==> config.mk <==
export PLATFORM = sky130hd
export DESIGN_NAME = mcp_main_fsm
export DESIGN_NICKNAME = d
export VERILOG_FILES = /design/src/rtl/mcp_pkg.sv /design/src/rtl/mcp_alu_decoder.sv /design/src/rtl/mcp_main_fsm.sv
export SDC_FILE = /design/constraint.sdc
export NUM_CORES = 1
export LEC_CHECK = 0
export ABC_CLOCK_PERIOD_IN_PS = 2800
export BUFFER_PORTS_ARGS = -buffer_cell sky130_fd_sc_hd__buf_2
export CAP_MARGIN = 10
export CORE_UTILIZATION = 40
export DETAILED_ROUTE_END_ITERATION = 16
export GPL_TIMING_DRIVEN = 0
export PLACE_DENSITY = 0.74
export SETUP_SLACK_MARGIN = 0.15
export SKIP_CTS_REPAIR_TIMING = 1
export SYNTH_ARGS = -nofsm -noshare
export SYNTH_HDL_FRONTEND = slang
export SYNTH_SLANG_ARGS = --single-unit
==> constraint.sdc <==
create_clock -name CLK -period 2.8 [get_ports CLK]
set_input_delay 0 -clock CLK [delete_from_list [all_inputs] [get_ports CLK]]
set_output_delay 0 -clock CLK [all_outputs]
set_load 0.1 [all_outputs]
==> src/rtl/mcp_pkg.sv <==
// mcp_pkg: opcode, funct and ALU control codes plus FSM state encoding for the multicycle MIPS controller
package mcp_pkg;
    localparam logic [5:0] OP_RTYPE = 6'b000000;
    localparam logic [5:0] OP_LW    = 6'b100011;
    localparam logic [5:0] OP_SW    = 6'b101011;
    localparam logic [5:0] OP_BEQ   = 6'b000100;
    localparam logic [5:0] OP_ADDI  = 6'b001000;
    localparam logic [5:0] OP_J     = 6'b000010;
    localparam logic [5:0] F_ADD    = 6'b100000;
    localparam logic [5:0] F_SUB    = 6'b100010;
    localparam logic [5:0] F_AND    = 6'b100100;
    localparam logic [5:0] F_OR     = 6'b100101;
    localparam logic [5:0] F_SLT    = 6'b101010;
    localparam logic [2:0] ALU_ADD  = 3'b010;
    localparam logic [2:0] ALU_SUB  = 3'b110;
    localparam logic [2:0] ALU_AND  = 3'b000;
    localparam logic [2:0] ALU_OR   = 3'b001;
    localparam logic [2:0] ALU_SLT  = 3'b111;
    typedef enum logic [3:0] {
        IDLE, FETCH, DECODE, MEMADR, MEMRD, MEMWB, MEMWR,
        EXECUTE, ALUWB, BRANCH, ADDIEXEC, ADDIWB, JUMP
    } state_t;
    typedef enum logic [1:0] {ALUOP_ADD, ALUOP_SUB, ALUOP_FUNCT} aluop_t;
endpackage

==> src/rtl/mcp_alu_decoder.sv <==
// mcp_alu_decoder: maps the FSM's ALU operation class and the R-type funct field to an ALU control code
module mcp_alu_decoder
    import mcp_pkg::*;
#(
    parameter int OP_W = 6
) (
    input  aluop_t          aluop,
    input  logic [OP_W-1:0] funct,
    output logic [2:0]      alucontrol
);
    logic [2:0] funct_ctl;
    // unknown funct codes fall back to add so the datapath stays well-defined
    assign funct_ctl = funct == OP_W'(F_ADD) ? ALU_ADD :
                       funct == OP_W'(F_SUB) ? ALU_SUB :
                       funct == OP_W'(F_AND) ? ALU_AND :
                       funct == OP_W'(F_OR)  ? ALU_OR  :
                       funct == OP_W'(F_SLT) ? ALU_SLT : ALU_ADD;
    assign alucontrol = aluop == ALUOP_SUB   ? ALU_SUB :
                        aluop == ALUOP_FUNCT ? funct_ctl : ALU_ADD;
endmodule

==> src/rtl/mcp_main_fsm.sv <==
// mcp_main_fsm: Moore main controller for the multicycle MIPS datapath
module mcp_main_fsm
    import mcp_pkg::*;
#(
    parameter int OP_W = 6
) (
    input  logic            CLK,
    input  logic            RST,
    input  logic [OP_W-1:0] Op,
    input  logic [OP_W-1:0] Funct,
    input  logic            Zero,
    output logic            IorD,
    output logic            MemWrite,
    output logic            IRWrite,
    output logic            RegDst,
    output logic            MemtoReg,
    output logic            RegWrite,
    output logic            ALUSrcA,
    output logic            Branch,
    output logic            PCWrite,
    output logic [1:0]      ALUSrcB,
    output logic [1:0]      PCSrc,
    output logic [2:0]      ALUControl,
    output logic            PCEn
);
    state_t state, next;
    aluop_t aluop;

    always_ff @(posedge CLK or posedge RST)
        if (RST) state <= IDLE;
        else     state <= next;

    always_comb begin
        next     = FETCH;
        aluop    = ALUOP_ADD;
        IorD     = 1'b0;
        MemWrite = 1'b0;
        IRWrite  = 1'b0;
        RegDst   = 1'b0;
        MemtoReg = 1'b0;
        RegWrite = 1'b0;
        ALUSrcA  = 1'b0;
        Branch   = 1'b0;
        PCWrite  = 1'b0;
        ALUSrcB  = 2'b00;
        PCSrc    = 2'b00;
        case (state)
            IDLE: next = FETCH;
            FETCH: begin
                IRWrite = 1'b1;
                ALUSrcB = 2'b01;
                PCWrite = 1'b1;
                next    = DECODE;
            end
            DECODE: begin
                ALUSrcB = 2'b11;
                // unrecognised opcodes retire as a no-op straight back to FETCH
                next = Op == OP_W'(OP_LW) || Op == OP_W'(OP_SW) ? MEMADR   :
                       Op == OP_W'(OP_RTYPE)                    ? EXECUTE  :
                       Op == OP_W'(OP_BEQ)                      ? BRANCH   :
                       Op == OP_W'(OP_ADDI)                     ? ADDIEXEC :
                       Op == OP_W'(OP_J)                        ? JUMP     : FETCH;
            end
            MEMADR: begin
                ALUSrcA = 1'b1;
                ALUSrcB = 2'b10;
                next    = Op == OP_W'(OP_LW) ? MEMRD : MEMWR;
            end
            MEMRD: begin
                IorD = 1'b1;
                next = MEMWB;
            end
            MEMWB: begin
                MemtoReg = 1'b1;
                RegWrite = 1'b1;
            end
            MEMWR: begin
                IorD     = 1'b1;
                MemWrite = 1'b1;
            end
            EXECUTE: begin
                ALUSrcA = 1'b1;
                aluop   = ALUOP_FUNCT;
                next    = ALUWB;
            end
            ALUWB: begin
                RegDst   = 1'b1;
                RegWrite = 1'b1;
            end
            BRANCH: begin
                ALUSrcA = 1'b1;
                aluop   = ALUOP_SUB;
                PCSrc   = 2'b01;
                Branch  = 1'b1;
            end
            ADDIEXEC: begin
                ALUSrcA = 1'b1;
                ALUSrcB = 2'b10;
                next    = ADDIWB;
            end
            ADDIWB: RegWrite = 1'b1;
            JUMP: begin
                PCSrc   = 2'b10;
                PCWrite = 1'b1;
            end
            default: next = IDLE;
        endcase
    end

    assign PCEn = PCWrite | (Branch & Zero);

    mcp_alu_decoder #(.OP_W(OP_W)) u_alu_decoder (
        .aluop      (aluop),
        .funct      (Funct),
        .alucontrol (ALUControl)
    );
endmodule

==> results by group <==
Timing
  • Setup TNS: 0 ns
  • Pins over their slew limit: 0
  • Pin slew with the least headroom to its limit: 0.499 ns
  • Tmin final: 2.03 ns
  • Clock skew: 0.00487 ns
  • Final Setup Violations: 0
  • Fin. Hold Viols: 0
  • FMAX: 493 MHz
  • Max-Slew Margin vs Limit: 0.667
  • RSZ-0062 raised after global routing: no
  • Period utilization: 0.725

Detailed routing
  • WL per Instance: 12.1 µm
  • Via Count: 639
  • DRT Pass-1 Iters: 3
  • Drt total wl: 1430 µm
  • Drt first-iter violations: 7
  • # DRC: 0
  • Routed Antenna Nets: 0
  • Drt via density: 5.42

Worst setup path
  • CP max FO: 9
  • CP Data Required Time: 2.80 ns
  • Reg2reg end: state[1]
  • Crit end category: output pin
  • Worst reg2reg path depth: 4
  • CP arrival: 2.03 ns
  • Crit path kind: reg2out
  • Critical R2R Launch: state[3]
  • R2R Setup Slk: 1.29 ns
  • Crit path capture: ALUControl[1]
  • CP Launch Type: flip-flop
  • Crit path launch: state[2]

Synth
  • #FFs+latches synth: 4
  • Ranking of synthesized cells by area: dfrtp_1 19%, nand2b_1 7.0%, mux2i_1 5.6%
  • Post-synth cell types: 35
  • Biggest area consumer among synthesized cells: dfrtp_1
  • Avg Inst Size Synth: 7.72 µm²
  • Mapped Cells: 69
  • Synthesized area: 533 µm²
  • Post-synth top area share: 0.188
  • Post-synth net total: 84
  • YS warnings: 0
  • Sequential area share after synthesis: 0.188

Floorplanning
  • FP Rows: 12
  • Starting density of the core: 0.455
  • Die area: 1480 µm²
  • Die Span Y: 38.5 µm
  • Core box area: 1170 µm²
  • DIE WIDTH: 38.5 µm
  • IO Pins: 32

Flow run
  • Max-cap violation count: 0

Final layout
  • Fin area: 742 µm²
  • Area growth, synth to finish: 39.2%
  • Ant diodes: 0
  • Largest Register: state
  • Finished Layout Cells: 118
  • Final Core Density: 0.634
  • # fillers: 119
  • Final nets: 121
  • Max reg flops: 4
  • Ratio of cells with drive above 1 in the final layout: 0.423
  • Largest regs: state: 4 flops

Clocking
  • Max Buffers Root-to-Sink: 2
  • Reg clk slew, reported paths: 0.04 ns
  • CTS tree: yes
  • Clk root buf: clkbuf_4
  • CTS Buf Count: 3
  • Num Clock Sinks: 4
  • Worst skew pair latency: 0.24 ns
  • Htree depth: 1

Global routing
  • Grt ovf: 0
  • Vias in the first global route: 536
  • Largest net degree at the start of global routing: 11
  • GRT Total Usage: 0.216
  • First-pass GRT wire length: 2210 µm
  • Initial antenna violation count: 0

Run status
  • Status: complete, no violations

Min path
  • Hold WC Path Type: in2reg

Placed design
  • PortBufs: 31
  • DPL Wire Length: 1090 µm
  • Dpl cells: 114
  • Gpl congestion: 0.777
  • Placed cell areas: 709 µm²
==> cell usage after synthesis <==
library cell,number
a2111oi_0,1
a21boi_0,1
a21o_1,2
a21oi_1,5
a31o_2,1
a41o_1,1
and3_1,1
buf_4,1
buf_6,2
clkbuf_1,4
dfrtp_1,4
inv_1,2
mux2i_1,3
nand2_1,2
nand2b_1,6
nand2b_4,1
nand3_1,2
nand3b_1,1
nor2_1,8
nor3_1,2
nor3b_1,1
nor4_1,2
o211ai_1,2
o21a_1,1
o21ai_0,1
o21bai_1,1
o22ai_1,1
o2bb2ai_1,2
o32ai_1,1
or2_2,1
or3_4,1
or3b_2,2
or4b_1,1
or4bb_1,1
xor2_1,1
==> placed cells by master (no fill, tap or decap), types with 2 or more instances in the layout <==
| cell type | synthesis | final |
|---|---|---|
| a21o_1 | 2 | 2 |
| a21oi_1 | 5 | 4 |
| buf_2 | 0 | 31 |
| buf_6 | 2 | 2 |
| clkbuf_1 | 4 | 4 |
| clkbuf_4 | 0 | 3 |
| dfrtp_1 | 4 | 4 |
| inv_1 | 2 | 2 |
| mux2i_1 | 3 | 3 |
| nand2_1 | 2 | 2 |
| nand2b_1 | 6 | 6 |
| nand3_1 | 2 | 2 |
| nor2_1 | 8 | 8 |
| nor3_1 | 2 | 2 |
| nor4_1 | 2 | 2 |
| o211ai_1 | 2 | 2 |
| o2bb2ai_1 | 2 | 2 |
| or3b_2 | 2 | 2 |
==> critical path, stage by stage (launching register included) <==
cell and delay [ns]:
dfrtp_1 0.33, buf_6 0.13, nand2b_4 0.05, buf_6 0.13, or3_4 0.39, or4b_1 0.46, buf_2 0.30
==> metal layers <==
layer / share of wire / vias to the layer above / wire [µm] / track usage
met5: 0 / - / 0 / 0
met4: 0.013 / 0 / 18 / 0.0776
met3: 0.062 / 2 / 88 / 0.0233
met2: 0.47 / 27 / 668 / 0.396
met1: 0.46 / 285 / 652 / 0.254
li1: - / 325 / - / -
==> cell families after synthesis <==
logic type / share of synthesized area
buffers and inverters: 0.0986
muxes: 0.0563
DFF: 0.188
AOI/OAI and AO/OA: 0.268
xor gates and xnor gates: 0.0164
and+or+nand+nor: 0.373
==> area by class of cell <==
type / count / area [µm²] / area share
Clock buffer: 3 / 22.5 / 0.0304
Buffer: 7 / 45.0 / 0.0607
Tap cell: 14 / 17.5 / 0.0236
Multi-Input combinational cell: 56 / 384 / 0.518
Inverter: 2 / 7.51 / 0.0101
Sequential cell: 4 / 100 / 0.135
Timing Repair Buffer: 32 / 165 / 0.223
==> how the worst min path moves through the flow <==
stage                     start        to  slack, ns  depth (start not counted)
after floorplan             RST  state[0]      -0.23                          1
after global placement      RST  state[2]      -0.12                          2
after detailed placement    RST  state[2]      -0.11                          2
after CTS                   RST  state[0]      -0.36                          2
after global routing      Op[4]  state[3]       0.16                          4
final                     Op[4]  state[3]       0.12                          4
==> stage by stage <==
step	setup slack, ns	hold slack [ns]
finish	0.771	0.121
global route	0.661	0.160
CTS	0.757	-0.363
detailed placement	1.01	-0.111
global placement	1.03	-0.118
floorplan	-0.172	-0.234
Power is left out: the tool's default activity adds up to more than one toggle a clock period on the data nets, which glitch-free logic cannot reach.
